===== config.mk =====
export PLATFORM = sky130hd
export DESIGN_NAME = pkt_frame_transmitter_flat
export DESIGN_NICKNAME = d
export VERILOG_FILES = /design/src/rtl/pkt_proto_pkg.sv /design/src/rtl/pkt_frame_transmitter_if.sv /design/src/rtl/pkt_gap_timer.sv /design/src/rtl/pkt_frame_transmitter.sv /design/src/flat_wrapper.sv
export SDC_FILE = /design/constraint.sdc
export NUM_CORES = 1
export LEC_CHECK = 0
export ABC_AREA = 1
export BUFFER_PORTS_ARGS = -buffer_cell sky130_fd_sc_hd__buf_4
export CAP_MARGIN = 10
export CORE_UTILIZATION = 53
export DETAILED_ROUTE_END_ITERATION = 7
export PLACE_DENSITY = 0.78
export SYNTH_ARGS = -nofsm -noshare
export SYNTH_HDL_FRONTEND = slang
export SYNTH_SLANG_ARGS = --single-unit

===== constraint.sdc =====
create_clock -name clock -period 2.1 [get_ports clock]
set_input_delay 0.42 -clock clock [delete_from_list [all_inputs] [get_ports clock]]
set_output_delay 0.42 -clock clock [all_outputs]
set_load 0.02 [all_outputs]

===== src/rtl/pkt_proto_pkg.sv =====
// Shared packet-protocol definitions for the frame transmitter and receiver buffer.
// State encodings, default geometry and a small counter-width helper.
package pkt_proto_pkg;

  typedef enum logic [1:0] {
    IDLE = 2'd0,
    SEND = 2'd1,
    GAP  = 2'd2
  } tx_state_e;

  localparam int PKT_W_DEF    = 4;
  localparam int NUM_PKTS_DEF = 4;
  localparam int IDLE_GAP_DEF = 1;

  // Counter width able to hold 0..n-1, never narrower than one bit.
  function automatic int idx_width(input int n);
    return (n > 1) ? $clog2(n) : 1;
  endfunction

endpackage


===== src/rtl/pkt_frame_transmitter_if.sv =====
// Frame-source and packet-stream interfaces around the frame transmitter.
// Master drives the transfer, slave accepts it.
interface pkt_frame_if import pkt_proto_pkg::*; #(
  parameter int PKT_W    = PKT_W_DEF,
  parameter int NUM_PKTS = NUM_PKTS_DEF
);
  logic [PKT_W*NUM_PKTS-1:0] frame_data;
  logic                      frame_valid;
  logic                      frame_ready;
  logic                      abort;
  logic                      frame_done;

  modport master (output frame_data, frame_valid, abort,
                  input  frame_ready, frame_done);
  modport slave  (input  frame_data, frame_valid, abort,
                  output frame_ready, frame_done);
endinterface

interface pkt_data_if import pkt_proto_pkg::*; #(
  parameter int PKT_W = PKT_W_DEF
);
  logic [PKT_W-1:0] data_pkt;
  logic             pkt_valid;
  logic             pkt_ready;
  logic             last_data_packet;

  modport master (output data_pkt, pkt_valid, last_data_packet,
                  input  pkt_ready);
  modport slave  (input  data_pkt, pkt_valid, last_data_packet,
                  output pkt_ready);
endinterface


===== src/rtl/pkt_gap_timer.sv =====
// Loadable down-counter; done_o is high while the count sits at zero.
module pkt_gap_timer #(
  parameter int W = 1
) (
  input  logic         clock,
  input  logic         reset,
  input  logic         load_i,
  input  logic [W-1:0] load_val_i,
  input  logic         dec_i,
  output logic         done_o
);
  logic [W-1:0] count_q, count_d;

  always_comb begin
    count_d = count_q;
    if (load_i) begin
      count_d = load_val_i;
    end else if (dec_i && (count_q != '0)) begin
      count_d = count_q - 1'b1;
    end
  end

  always_ff @(posedge clock or negedge reset) begin
    if (!reset) begin
      count_q <= '0;
    end else begin
      count_q <= count_d;
    end
  end

  assign done_o = (count_q == '0);

endmodule


===== src/rtl/pkt_frame_transmitter.sv =====
// Serialises a frame word into PKT_W-wide packets on a valid/ready stream.
// Build option PKT_TX_MSB_FIRST_EN: send the highest slice first instead of the lowest.
//
// state | meaning
// IDLE  | ready for a frame, no packet presented
// SEND  | presenting packet pkt_idx, waiting for pkt_ready
// GAP   | enforced idle time after the last packet of a frame
module pkt_frame_transmitter import pkt_proto_pkg::*; #(
  parameter int PKT_W    = PKT_W_DEF,
  parameter int NUM_PKTS = NUM_PKTS_DEF,
  parameter int IDLE_GAP = IDLE_GAP_DEF
) (
  input logic         clock,
  input logic         reset,
  pkt_frame_if.slave  frm,
  pkt_data_if.master  pkt
);
  localparam int FRAME_W = PKT_W * NUM_PKTS;
  localparam int IDX_W   = idx_width(NUM_PKTS);
  localparam int GAP_W   = idx_width(IDLE_GAP + 1);
  localparam logic [IDX_W-1:0] LAST_IDX = IDX_W'(NUM_PKTS - 1);
  // Timer runs load..0 inclusive, so loading IDLE_GAP-1 gives IDLE_GAP cycles.
  localparam logic [GAP_W-1:0] GAP_LOAD = GAP_W'((IDLE_GAP > 0) ? IDLE_GAP - 1 : 0);
`ifdef PKT_TX_MSB_FIRST_EN
  localparam int FIRST_SLICE = NUM_PKTS - 1;
`else
  localparam int FIRST_SLICE = 0;
`endif

  tx_state_e          state_q, state_d;
  logic [FRAME_W-1:0] frame_q, frame_d;
  logic [IDX_W-1:0]   idx_q, idx_d;
  logic [PKT_W-1:0]   data_q, data_d;
  logic               valid_q, valid_d;
  logic               last_q, last_d;
  logic               done_q, done_d;
  logic               gap_load, gap_dec, gap_done;
  logic [IDX_W-1:0]   next_idx, next_sel;
  logic [PKT_W-1:0]   slices [NUM_PKTS];

  for (genvar k = 0; k < NUM_PKTS; k++) begin : g_slice
    assign slices[k] = frame_q[k*PKT_W +: PKT_W];
  end

  assign next_idx = idx_q + 1'b1;
`ifdef PKT_TX_MSB_FIRST_EN
  assign next_sel = LAST_IDX - next_idx;
`else
  assign next_sel = next_idx;
`endif

  always_comb begin
    state_d  = state_q;
    frame_d  = frame_q;
    idx_d    = idx_q;
    data_d   = data_q;
    valid_d  = valid_q;
    last_d   = last_q;
    done_d   = 1'b0;
    gap_load = 1'b0;
    gap_dec  = 1'b0;
    unique case (state_q)
      IDLE: begin
        if (frm.frame_valid) begin
          frame_d = frm.frame_data;
          idx_d   = '0;
          data_d  = frm.frame_data[FIRST_SLICE*PKT_W +: PKT_W];
          valid_d = 1'b1;
          last_d  = (LAST_IDX == '0);
          state_d = SEND;
        end
      end
      SEND: begin
        // Abort takes priority over a handshake in the same cycle.
        if (frm.abort) begin
          idx_d   = '0;
          data_d  = '0;
          valid_d = 1'b0;
          last_d  = 1'b0;
          state_d = IDLE;
        end else if (pkt.pkt_ready) begin
          if (idx_q == LAST_IDX) begin
            idx_d   = '0;
            data_d  = '0;
            valid_d = 1'b0;
            last_d  = 1'b0;
            done_d  = 1'b1;
            if (IDLE_GAP > 0) begin
              gap_load = 1'b1;
              state_d  = GAP;
            end else begin
              state_d = IDLE;
            end
          end else begin
            idx_d  = next_idx;
            data_d = slices[next_sel];
            last_d = (next_idx == LAST_IDX);
          end
        end
      end
      GAP: begin
        gap_dec = 1'b1;
        if (gap_done) begin
          state_d = IDLE;
        end
      end
      default: state_d = IDLE;
    endcase
  end

  always_ff @(posedge clock or negedge reset) begin
    if (!reset) begin
      state_q <= IDLE;
      frame_q <= '0;
      idx_q   <= '0;
      data_q  <= '0;
      valid_q <= 1'b0;
      last_q  <= 1'b0;
      done_q  <= 1'b0;
    end else begin
      state_q <= state_d;
      frame_q <= frame_d;
      idx_q   <= idx_d;
      data_q  <= data_d;
      valid_q <= valid_d;
      last_q  <= last_d;
      done_q  <= done_d;
    end
  end

  pkt_gap_timer #(.W(GAP_W)) u_gap_timer (
    .clock      (clock),
    .reset      (reset),
    .load_i     (gap_load),
    .load_val_i (GAP_LOAD),
    .dec_i      (gap_dec),
    .done_o     (gap_done)
  );

  assign frm.frame_ready      = (state_q == IDLE) && reset;
  assign frm.frame_done       = done_q;
  assign pkt.data_pkt         = data_q;
  assign pkt.pkt_valid        = valid_q;
  assign pkt.last_data_packet = last_q;

endmodule


===== src/flat_wrapper.sv =====
// flat-port wrapper written by rule: the top's interface ports become plain ports
module pkt_frame_transmitter_flat import pkt_proto_pkg::*;
#(
  parameter int PKT_W    = PKT_W_DEF,
  parameter int NUM_PKTS = NUM_PKTS_DEF,
  parameter int IDLE_GAP = IDLE_GAP_DEF
)
  (clock, reset, frm_frame_data, frm_frame_valid, frm_abort, frm_frame_ready, frm_frame_done, pkt_data_pkt, pkt_pkt_valid, pkt_last_data_packet, pkt_pkt_ready);
  pkt_frame_if #(.PKT_W(PKT_W), .NUM_PKTS(NUM_PKTS)) frm_i ();
  pkt_data_if #(.PKT_W(PKT_W)) pkt_i ();
  input logic clock;
  input logic reset;
  input wire logic [$bits(frm_i.frame_data)-1:0] frm_frame_data;
  input wire logic [$bits(frm_i.frame_valid)-1:0] frm_frame_valid;
  input wire logic [$bits(frm_i.abort)-1:0] frm_abort;
  output wire logic [$bits(frm_i.frame_ready)-1:0] frm_frame_ready;
  output wire logic [$bits(frm_i.frame_done)-1:0] frm_frame_done;
  output wire logic [$bits(pkt_i.data_pkt)-1:0] pkt_data_pkt;
  output wire logic [$bits(pkt_i.pkt_valid)-1:0] pkt_pkt_valid;
  output wire logic [$bits(pkt_i.last_data_packet)-1:0] pkt_last_data_packet;
  input wire logic [$bits(pkt_i.pkt_ready)-1:0] pkt_pkt_ready;
  assign frm_i.frame_data = frm_frame_data;
  assign frm_i.frame_valid = frm_frame_valid;
  assign frm_i.abort = frm_abort;
  assign frm_frame_ready = frm_i.frame_ready;
  assign frm_frame_done = frm_i.frame_done;
  assign pkt_data_pkt = pkt_i.data_pkt;
  assign pkt_pkt_valid = pkt_i.pkt_valid;
  assign pkt_last_data_packet = pkt_i.last_data_packet;
  assign pkt_i.pkt_ready = pkt_pkt_ready;
  pkt_frame_transmitter #(.PKT_W(PKT_W), .NUM_PKTS(NUM_PKTS), .IDLE_GAP(IDLE_GAP)) u_core (.clock(clock), .reset(reset), .frm(frm_i), .pkt(pkt_i));
endmodule

==> results.json <==
{
  "power.net_switching_uw": 544,
  "avgSynthCellArea_sq_um": 7.97,
  "drive_gt1_share_pct": 21.3,
  "cts_resized": 0,
  "grt_pass1_vias": 1042,
  "yosys-top-cells-area": "dfrtp_1 (51%), nand2_1 (10%), a21oi_1 (8.0%), inv_1 (7.1%), nor2_1 (6.8%)",
  "port_buffers": 28,
  "antenna_found_initial": 0,
  "timing.final.ws_setup_ns": 0.347,
  "syn_inst": 173,
  "diodes": 0,
  "die_h_um": 53.0,
  "power_frac_clock_pct": 17.1,
  "drtAntennaViolNets": 0,
  "fin_crit_sh_pct": 83.5,
  "chipWidth_um": 53.0,
  "arrival_ns": 2.01,
  "core_sq_mm": 0.00248,
  "drt-initial-drc-count": 32,
  "cp.required_ns": 2.36,
  "netlist_area_sq_mm": 0.00138,
  "tns_ns": 0,
  "cts_num_sinks": 28,
  "layout_min_cycle_time_ns": 1.75,
  "yosys.cell_types.count": 18,
  "cts_root_buf": "clkbuf_4",
  "clockBufferDepth": 2,
  "pre_cts_ws_ns": 0.419,
  "max-slew-margin-rel_pct": 59.7,
  "cts_tree": "yes",
  "maxCapViolCount": 0,
  "hold_class": "input port to async pin",
  "grt_start_max_net_pins": 35,
  "final_max_slew_viol_count": 0,
  "swShare_pct": 36.1,
  "start_util_pct": 55.7,
  "status": "complete, no violations",
  "skew_ns": 0.00371,
  "numCtsBuffers": 3,
  "path_class": "flip-flop to flip-flop",
  "grt_use_total_pct": 22.9,
  "fmax_ghz": 0.570,
  "yosysWarnings": 0,
  "setup.worst_path.start": "u_core.idx_q[0]",
  "synth_area_leader_cell": "dfrtp_1",
  "synth-seq-cells": 28,
  "clk_pin_slew_worst_paths_ns": 0.14,
  "p_per_area_mw_per_mm2": 913,
  "dp.cells": 228,
  "syn_to_final_growth_pct": 19.5,
  "hpwl_mm": 2.13,
  "drc_errors": 0,
  "rr_startpoint": "u_core.idx_q[0]",
  "setup_violations": 0,
  "leakage_nw": 0.911,
  "final_util_pct": 66.5,
  "overflow": 0,
  "htreeDepth": 1,
  "mostFrequentLayoutCell": "nand2_1",
  "place_area_sq_mm": 0.00161,
  "pin_count": 29,
  "hold_viol": 0,
  "worstSetupStartpointType": "flip-flop",
  "rr_worst_depth": 7,
  "tightest_slew_ns": 0.604,
  "vias": 1158,
  "ir_drop_uv": 684,
  "insertion_delay_ns": 0.32,
  "worst_setup_path_end_kind": "flip-flop",
  "rsz0062_at_grt": "false",
  "layout.cells.non_filler": 232,
  "p_total_mw": 1.50,
  "nNetsFinal": 227,
  "dieArea_sq_mm": 0.00281,
  "ctsHoldBuffers": 0,
  "avgViaCountPerCell": 4.99,
  "internal_power_uw": 961,
  "grt_pass1_wl_mm": 4.46,
  "synthesis.nets": 197,
  "avgRoutedWirePerCell_um": 12.1,
  "crit_fanout": 12,
  "final_cell_mix": "nand2_1 (37), buf_4 (29), dfrtp_1 (28)",
  "rows": 18,
  "pwr-share-seq_pct": 47.8,
  "synth_top_area_share_pct": 50.8,
  "fin_hold_ws_ns": 0.0858,
  "routed_wirelength_mm": 2.81,
  "final_area_sq_mm": 0.00165,
  "drt_pre_antenna_iters": 4,
  "postCtsSetupRepairBufs": 0,
  "power_frac_comb_pct": 35.1,
  "routabilityCongestion": 1.01,
  "ys_seq_area_share_pct": 50.8
}
[per-layer routing]
metal  part of all wire (%)  global-route usage (%)
met1                     44                    28.5
met2                     47                    38.0
met3                    6.4                    4.02
met4                    2.0                    11.0
met5                      0                       0
[synthesized netlist by cell type]
master,number
a21oi_1,22
buf_2,3
buf_4,1
dfrtp_1,28
ha_1,3
inv_1,26
inv_2,3
nand2_1,37
nand2_2,1
nand2_4,3
nand3_1,8
nand3_2,1
nor2_1,25
nor2_4,2
nor3b_1,1
o21ai_0,6
o21ai_1,2
o22ai_1,1
[final timing paths]
path	to	slack, ns
worst max-delay path	u_core.pkt.data_pkt[3]	0.35
worst min-delay path	u_core.frame_q[9]	0.09
worst max register to register	u_core.pkt.data_pkt[3]	0.35
worst min register to register	u_core.frame_q[3]	0.51
max in group asynchronous	u_core.pkt.data_pkt[1]	1.76
min in group clock	u_core.frame_q[8]	0.33
[state kept, by name (all words and copies together) (netlist names)]
register / flops
u_core.frame_q: 16
u_core.pkt.data_pkt: 4
u_core.idx_q: 2
u_core.state_q: 2
u_core.frm.frame_done: 1
u_core.pkt.last_data_packet: 1
u_core.pkt.pkt_valid: 1
u_core.u_gap_timer.count_q: 1
[cell type report]
class	count	area, sq um
Fill cell	204	830
Sequential cell	28	701
Multi-Input combinational cell	112	547
Timing Repair Buffer	29	218
Inverter	29	109
Tap cell	30	37.5
Clock buffer	4	36.3
[critical path, cell delays in order, from the launching register on]
cell     delay, ns
dfrtp_1       0.59
inv_2         0.17
ha_1          0.40
inv_1         0.16
nand3_1       0.09
nand2_1       0.08
nand2_1       0.06
a21oi_1       0.14
[cells by family after synthesis]
group / Yosys count / synth area share, %
buf+inv: 33 / 9.53
fa+ha+maj: 3 / 2.72
flops: 28 / 50.8
simple gates: 78 / 25.6
compound gates: 31 / 11.3
[power by group through the flow]
stage                     logic (mW)  registers (mW)  clock network, mW
final                          0.528           0.720              0.257
after global routing           0.595           0.737              0.291
after CTS                      0.529           0.719              0.267
after detailed placement       0.527           0.731                  0
after global placement         0.510           0.723                  0
after floorplan                0.336           0.744                  0
Note: power is estimated with default switching activity, not from simulation.
